## config.mk

```make
export PLATFORM = sky130hd
export DESIGN_NAME = ysyx_22041412_ex_mem_buf
export DESIGN_NICKNAME = d
export VERILOG_FILES = /design/src/rtl/ysyx_22041412_ex_mem_buf.sv
export SDC_FILE = /design/constraint.sdc
export NUM_CORES = 1
export LEC_CHECK = 0
export ABC_AREA = 0
export CORE_AREA = 2 2 208 210
export DETAILED_ROUTE_END_ITERATION = 7
export DIE_AREA = 0 0 210 212
export PLACE_DENSITY = 0.8
export SKIP_CTS_REPAIR_TIMING = 1
export SLEW_MARGIN = 20
export SYNTH_ARGS = -nofsm -noshare
export SYNTH_HDL_FRONTEND = slang
export SYNTH_SLANG_ARGS = --single-unit
```

## constraint.sdc

```tcl
create_clock -name clk -period 1.9 [get_ports clk]
set_input_delay 0.38 -clock clk [delete_from_list [all_inputs] [get_ports clk]]
set_output_delay 0.38 -clock clk [all_outputs]
set_load 0.1 [all_outputs]
```

## src/rtl/ysyx_22041412_ex_mem_buf.sv

```systemverilog
// EX->MEM pipeline buffer: two-entry skid FIFO between execute and memory stages,
// with a registered ready toward EX and a forwarding view of the oldest entry.
module ysyx_22041412_ex_mem_buf #(
    parameter int DATA_W = 64,
    parameter int RD_W   = 5
) (
    input  logic              clk,
    input  logic              rst_n,
    input  logic              ex_valid_i,
    input  logic              alu_stall_i,
    output logic              ex_ready_o,
    input  logic [DATA_W-1:0] alu_result_i,
    input  logic [DATA_W-1:0] store_data_i,
    input  logic [DATA_W-1:0] pc_i,
    input  logic [RD_W-1:0]   rd_i,
    input  logic              rd_wen_i,
    input  logic              mem_ren_i,
    input  logic              mem_wen_i,
    input  logic [2:0]        mem_func3_i,
    input  logic              flush_i,
    output logic              mem_valid_o,
    input  logic              mem_ready_i,
    output logic [DATA_W-1:0] mem_result_o,
    output logic [DATA_W-1:0] mem_store_data_o,
    output logic [DATA_W-1:0] mem_pc_o,
    output logic [RD_W-1:0]   mem_rd_o,
    output logic              mem_rd_wen_o,
    output logic              mem_ren_o,
    output logic              mem_wen_o,
    output logic [2:0]        mem_func3_o,
    output logic              fwd_valid_o,
    output logic [RD_W-1:0]   fwd_rd_o,
    output logic [DATA_W-1:0] fwd_data_o,
    output logic              fwd_is_load_o
);

    localparam int PW = 3*DATA_W + RD_W + 6;

    logic [PW-1:0] in_pld;
    logic [PW-1:0] main_pld;
    logic [PW-1:0] skid_pld;
    logic          main_v;
    logic          skid_v;
    logic          ready_q;
    logic          accept;
    logic          pop;
    logic          main_v_n;
    logic          skid_v_n;
    logic          load_main;
    logic          load_skid;
    logic          main_from_skid;

    assign in_pld = {alu_result_i, store_data_i, pc_i, rd_i,
                     rd_wen_i, mem_ren_i, mem_wen_i, mem_func3_i};

    assign accept = ex_valid_i & ~alu_stall_i & ready_q & ~flush_i;
    assign pop    = main_v & mem_ready_i;

    always_comb begin
        main_v_n       = main_v;
        skid_v_n       = skid_v;
        load_main      = 1'b0;
        load_skid      = 1'b0;
        main_from_skid = 1'b0;
        if (flush_i) begin
            main_v_n = 1'b0;
            skid_v_n = 1'b0;
        end else if (!main_v) begin
            if (accept) begin
                main_v_n  = 1'b1;
                load_main = 1'b1;
            end
        end else if (!skid_v) begin
            if (accept && pop) begin
                load_main = 1'b1;
            end else if (accept) begin
                skid_v_n  = 1'b1;
                load_skid = 1'b1;
            end else if (pop) begin
                main_v_n = 1'b0;
            end
        end else if (pop) begin
            // Skid is younger: it only ever advances into main, never bypasses it.
            skid_v_n       = 1'b0;
            load_main      = 1'b1;
            main_from_skid = 1'b1;
        end
    end

    always_ff @(posedge clk or negedge rst_n) begin
        if (!rst_n) begin
            main_v   <= 1'b0;
            skid_v   <= 1'b0;
            ready_q  <= 1'b1;
            main_pld <= '0;
            skid_pld <= '0;
        end else begin
            main_v  <= main_v_n;
            skid_v  <= skid_v_n;
            ready_q <= ~skid_v_n;
            if (load_main) begin
                main_pld <= main_from_skid ? skid_pld : in_pld;
            end
            if (load_skid) begin
                skid_pld <= in_pld;
            end
        end
    end

    assign ex_ready_o  = ready_q;
    assign mem_valid_o = main_v;
    assign {mem_result_o, mem_store_data_o, mem_pc_o, mem_rd_o,
            mem_rd_wen_o, mem_ren_o, mem_wen_o, mem_func3_o} = main_pld;

    // Only the head is forwardable; the skid entry is left to the bypass stall check.
    assign fwd_valid_o   = main_v & mem_rd_wen_o & (|mem_rd_o);
    assign fwd_rd_o      = mem_rd_o;
    assign fwd_data_o    = mem_result_o;
    assign fwd_is_load_o = main_v & mem_ren_o;

endmodule

```

# Yosys cells after proc, flatten, opt, wreduce, memory -nomap -nowiden
# Cells that the tools add are included.
[totals]
reg_bits = 409
latchBits = 0
ram_bits = 0
rom_bits = 0
inputBits = 209
out_inout_bits = 276
elab_cells = 40
mem_count = 0
[classes]
add_sub_neg = 0
mul = 0
div_mod_pow = 0
n_lt_le_gt_ge = 0
n_eq_ne = 0
n_shift = 0
n_mux = 23
bitwise_logic = 10
n_reduce_logical = 2
[ops]
columns = ["operator", "n"]
rows = [
  ["$mux 203", 1],
  ["$mux 1", 22],
  ["$and 1x1->1", 7],
  ["$reduce_or 5->1", 1],
  ["$not 1->1", 3],
  ["$logic_and 1x1->1", 1],
]

# Depth between registers and ports, before layout
[logic_depth]
ltp_word = 10
depth_mapped = 7
depth_no_buf = 3

# Worst setup path before layout
# No wires, ideal clock.
[synth_path]
kind = "register -> register"
startpoint = "register main_v (netlist: mem_valid_o)"
endpoint = "register main_pld[110]"
setup_time_ns = 0.125
arrival_time_ns = 2.427
required_ns = 1.775
setup_slack_ns = -0.653
path_stages_with_launch = 7
path_buffers = 3
period_less_slack_ns = 2.553
path_cell_list = "dfrtp_1 > buf_2 > nand3_1 > a221oi_2 > buf_2 > buf_2 > mux2_2"
[synth_between]
elab_chain_cells = 6
elab_cells_between_ends = 11
cone_classes = "mux: 9; bitwise: 1; reduce/logical: 1"
[synth_lines]
columns = ["element", "line_no", "text"]
rows = [
  ["start: declaration", "42", "logic main_v;"],
  ["start signal: assignment", "98", "main_v <= main_v_n;"],
  ["$and 1x1->1", "57", "assign pop = main_v & mem_ready_i;"],
  ["$mux 1 / $logic_and 1x1->1 (equally long branches)", "82, 74", ""],
  ["$mux 1, on equally long branches", "73, 74", ""],
  ["$mux 1, on equally long branches", "68, 73", ""],
  ["$mux 1, on equally long branches", "65, 68", ""],
  ["$mux 203 / $mux 1 (equally long branches)", "102, 65", ""],
  ["end signal: assignment", "102", "main_pld <= main_from_skid ? skid_pld : in_pld;"],
  ["end: declaration", "40", "logic [PW-1:0] main_pld;"],
]
# Several ways; a longest one is shown, not always the timed one.
# A chain may end at the register's enable or synchronous reset.

# Final worst setup path
[layout_path]
startpoint = "register main_pld[7]"
endpoint = "output fwd_valid_o"
[layout_between]
elab_chain_cells = 2
[layout_lines]
columns = ["element", "line_no", "text"]
rows = [
  ["$reduce_or 5->1", "116", "assign fwd_valid_o = main_v & mem_rd_wen_o & (|mem_rd_o);"],
  ["$and 1x1->1", "116", ""],
  ["end: declaration", "31", "output logic fwd_valid_o,"],
]
# No other way between the ends.

==> flow_metrics.env <==
export IMPL_outcome="finished, violations left"
export IMPL_violations="negative setup slack"
export IMPL_port_buffers=484
export IMPL_rsz0062_at_grt="true"
export IMPL_worst_path_buf_inv=1
export IMPL_ys_seq_area_share_pct=54.2
export IMPL_cts_clk_slew_worst_paths_ns=0.06
export IMPL_start_util_pct=44.4
export IMPL_yosysTopAreaCellShare_pct=54.1
export IMPL_cpPeakStageDelay_ns=0.40
export IMPL_worst_pin_slew_ns=0.496
export IMPL_synth_cell_types=24
export IMPL_avgRoutedWirePerCell_microns=24.9
export IMPL_cp_end_kind="primary output"
export IMPL_min_period_over_period_pct=117
export IMPL_grt_pass1_wl_microns=73400
export IMPL_netlist_top_cells_area="dfrtp_1 54%, mux2_2 26%, mux2_4 14%"
export IMPL_internal_power_w=0.0218
export IMPL_syn_area_sq_um=18900
export IMPL_yosysTopAreaCell="dfrtp_1"
export IMPL_drv_cap=0
export IMPL_gr_total_overflow=0
export IMPL_dp_hpwl_microns=34700
export IMPL_fin_skew_ns=0.0235
export IMPL_p_seq_share_pct=31.1
export IMPL_p_total_w=0.0385
export IMPL_switching_share_pct=43.4
export IMPL_clock_sinks=409
export IMPL_place_congestion=0.802
export IMPL_min_path_type="in2async"
export IMPL_htree_levels=2
export IMPL_cts_made_buffers=45
export IMPL_yosysWarnings=0
export IMPL_via_per_inst=5.26
export IMPL_insertion_delay_ns=0.58
export IMPL_ios=485
export IMPL_switchingPower_w=0.0167
export IMPL_clock_path_buffers=3
export IMPL_drt_iter0_drc=532
export IMPL_hold_violations=0
export IMPL_layout_common_cells="407 x dfrtp_1, 373 x mux2_4, 236 x mux2_2"
export IMPL_drc=0
export IMPL_placed_cell_area_sq_um=25600
export IMPL_fill_cells=2635
export IMPL_path_delay_family="flip-flops"
export IMPL_finalWirelength_microns=57000
export IMPL_relSlewSlack_pct=66.9
export IMPL_antenna_found_initial=7
export IMPL_drtAntennaViolNets=0
export IMPL_setup_ws_ns=-0.321
export IMPL_crit_chain="or3_4 -> o311a_4 -> buf_12"
export IMPL_grt_pass1_vias=12800
export IMPL_rows=76
export IMPL_synth_cells=1171
export IMPL_slew_viol_final=0
export IMPL_layout_commonest_cell="dfrtp_1"
export IMPL_critPathKind="reg2out"
export IMPL_whs_ns=0.358
export IMPL_die_w_microns=210
export IMPL_grt_max_degree=75
export IMPL_synth_seq_cells=409
export IMPL_synth_avg_cell_area_sq_um=16.1
export IMPL_power_density_nw_per_um2=1320
export IMPL_drive_gt1_share_pct=63.2
export IMPL_die_height_microns=212
export IMPL_final_util_pct=68.8
export IMPL_area_growth_pct=55.0
export IMPL_routed_via_count=12000
export IMPL_crit_path_start_kind="register"
export IMPL_cpMaxStageDelayCell="dfrtp_1"
export IMPL_grt_usage_pct=21.2
export IMPL_leakagePower_nw=14.0
export IMPL_fmax_mhz=450
export IMPL_coreArea_sq_um=42500
export IMPL_fin_area_sq_um=29300
export IMPL_setup_viol=409
export IMPL_cp_required_ns=1.52
export IMPL_die_area_sq_um=44500
export IMPL_clkPwrFrac_pct=23.3
export IMPL_syn_nets=1380
export IMPL_path_max_fanout=2
export IMPL_cts_tree="built"
export IMPL_root_buffer="clkbuf_16"
export IMPL_pwr_share_comb_pct=45.6
export IMPL_ir_worst_vdd_v=0.00116
export IMPL_cp_data_arrival_time_ns=1.84
export IMPL_fin_crit_ns=2.22
export IMPL_layout_nets=1909
export IMPL_first_pass_iters=6
-- state kept, by name, summed over array words and instances, names as in the netlist --
name / count
skid_pld: 203
main_pld: 203
skid_v: 1
mem_valid_o: 1
ex_ready_o: 1
-- metal layers --
layer	vias up	track usage [%]	part of all wire, %
met5	-	0	0.021
met3	128	5.83	6.7
met2	435	35.7	50
li1	5196	-	-
met4	2	8.68	3.8
met1	6264	25.9	39
-- final timing paths --
check                                      start            end  slack (ns)  cells past startpoint
max in group asynchronous                  rst_n     ex_ready_o        0.79                      3
worst max-delay path                 main_pld[7]    fwd_valid_o       -0.32                      3
worst min-delay path                       rst_n  skid_pld[131]        0.36                      2
worst min register to register     skid_pld[195]  skid_pld[195]        0.51                      1
worst max register to register        ex_ready_o  main_pld[111]       -0.28                      8
min in group clk                alu_result_i[12]  skid_pld[151]        0.44                      2
-- Yosys cell counts --
library cell / number
dfrtp_1: 408
mux2_2: 439
a41oi_1: 1
buf_2: 29
buf_1: 2
or4_1: 1
a211o_1: 1
o21ai_0: 1
or3_1: 1
clkbuf_1: 2
buf_4: 84
nand2b_1: 1
inv_1: 2
a221oi_2: 1
and2_1: 1
o311a_1: 1
nand4b_1: 1
a211oi_1: 1
buf_6: 20
mux2_4: 170
nand3b_4: 1
a21oi_1: 1
nand3_1: 1
dfstp_2: 1
-- cell type report --
class,instances,area (sq um),area share [%]
flip-flops and latches,409,10200,35.0
multi-input cells,623,8410,28.7
repair buffers,619,8400,28.7
clock buffers,67,1310,4.47
well taps,546,683,2.33
clock inverters,13,198,0.676
diodes,6,15.0,0.0513
inverters,2,7.51,0.0257
-- power by group through the flow --
stage | sequential, W | clock [W] | combinational [W]
after floorplan | 0.0183 | 0 | 0.00507
after global placement | 0.0119 | 0 | 0.0166
after detailed placement | 0.0119 | 0 | 0.0167
after CTS | 0.0119 | 0.00906 | 0.0168
after global routing | 0.0121 | 0.00945 | 0.0180
final | 0.0120 | 0.00897 | 0.0176
-- through the flow --
step                      worst slack (ns)  setup TNS (ns)  std cells
after floorplan                     -0.310          -89.57       1171
after global placement              -0.462         -175.14       2147
after detailed placement            -0.502         -185.07       2147
after CTS                           -0.414          -53.63       2227
after global routing                -0.385          -96.53       2285
final                               -0.321          -80.73       2285
-- cell families after synthesis --
kind of cell    share of synthesized area [%]
mux                                      39.7
flops                                    54.2
buf+inv                                  5.42
compound gates                          0.318
simple gates                            0.318
No activity file was read; power rests on OpenSTA's default activity.
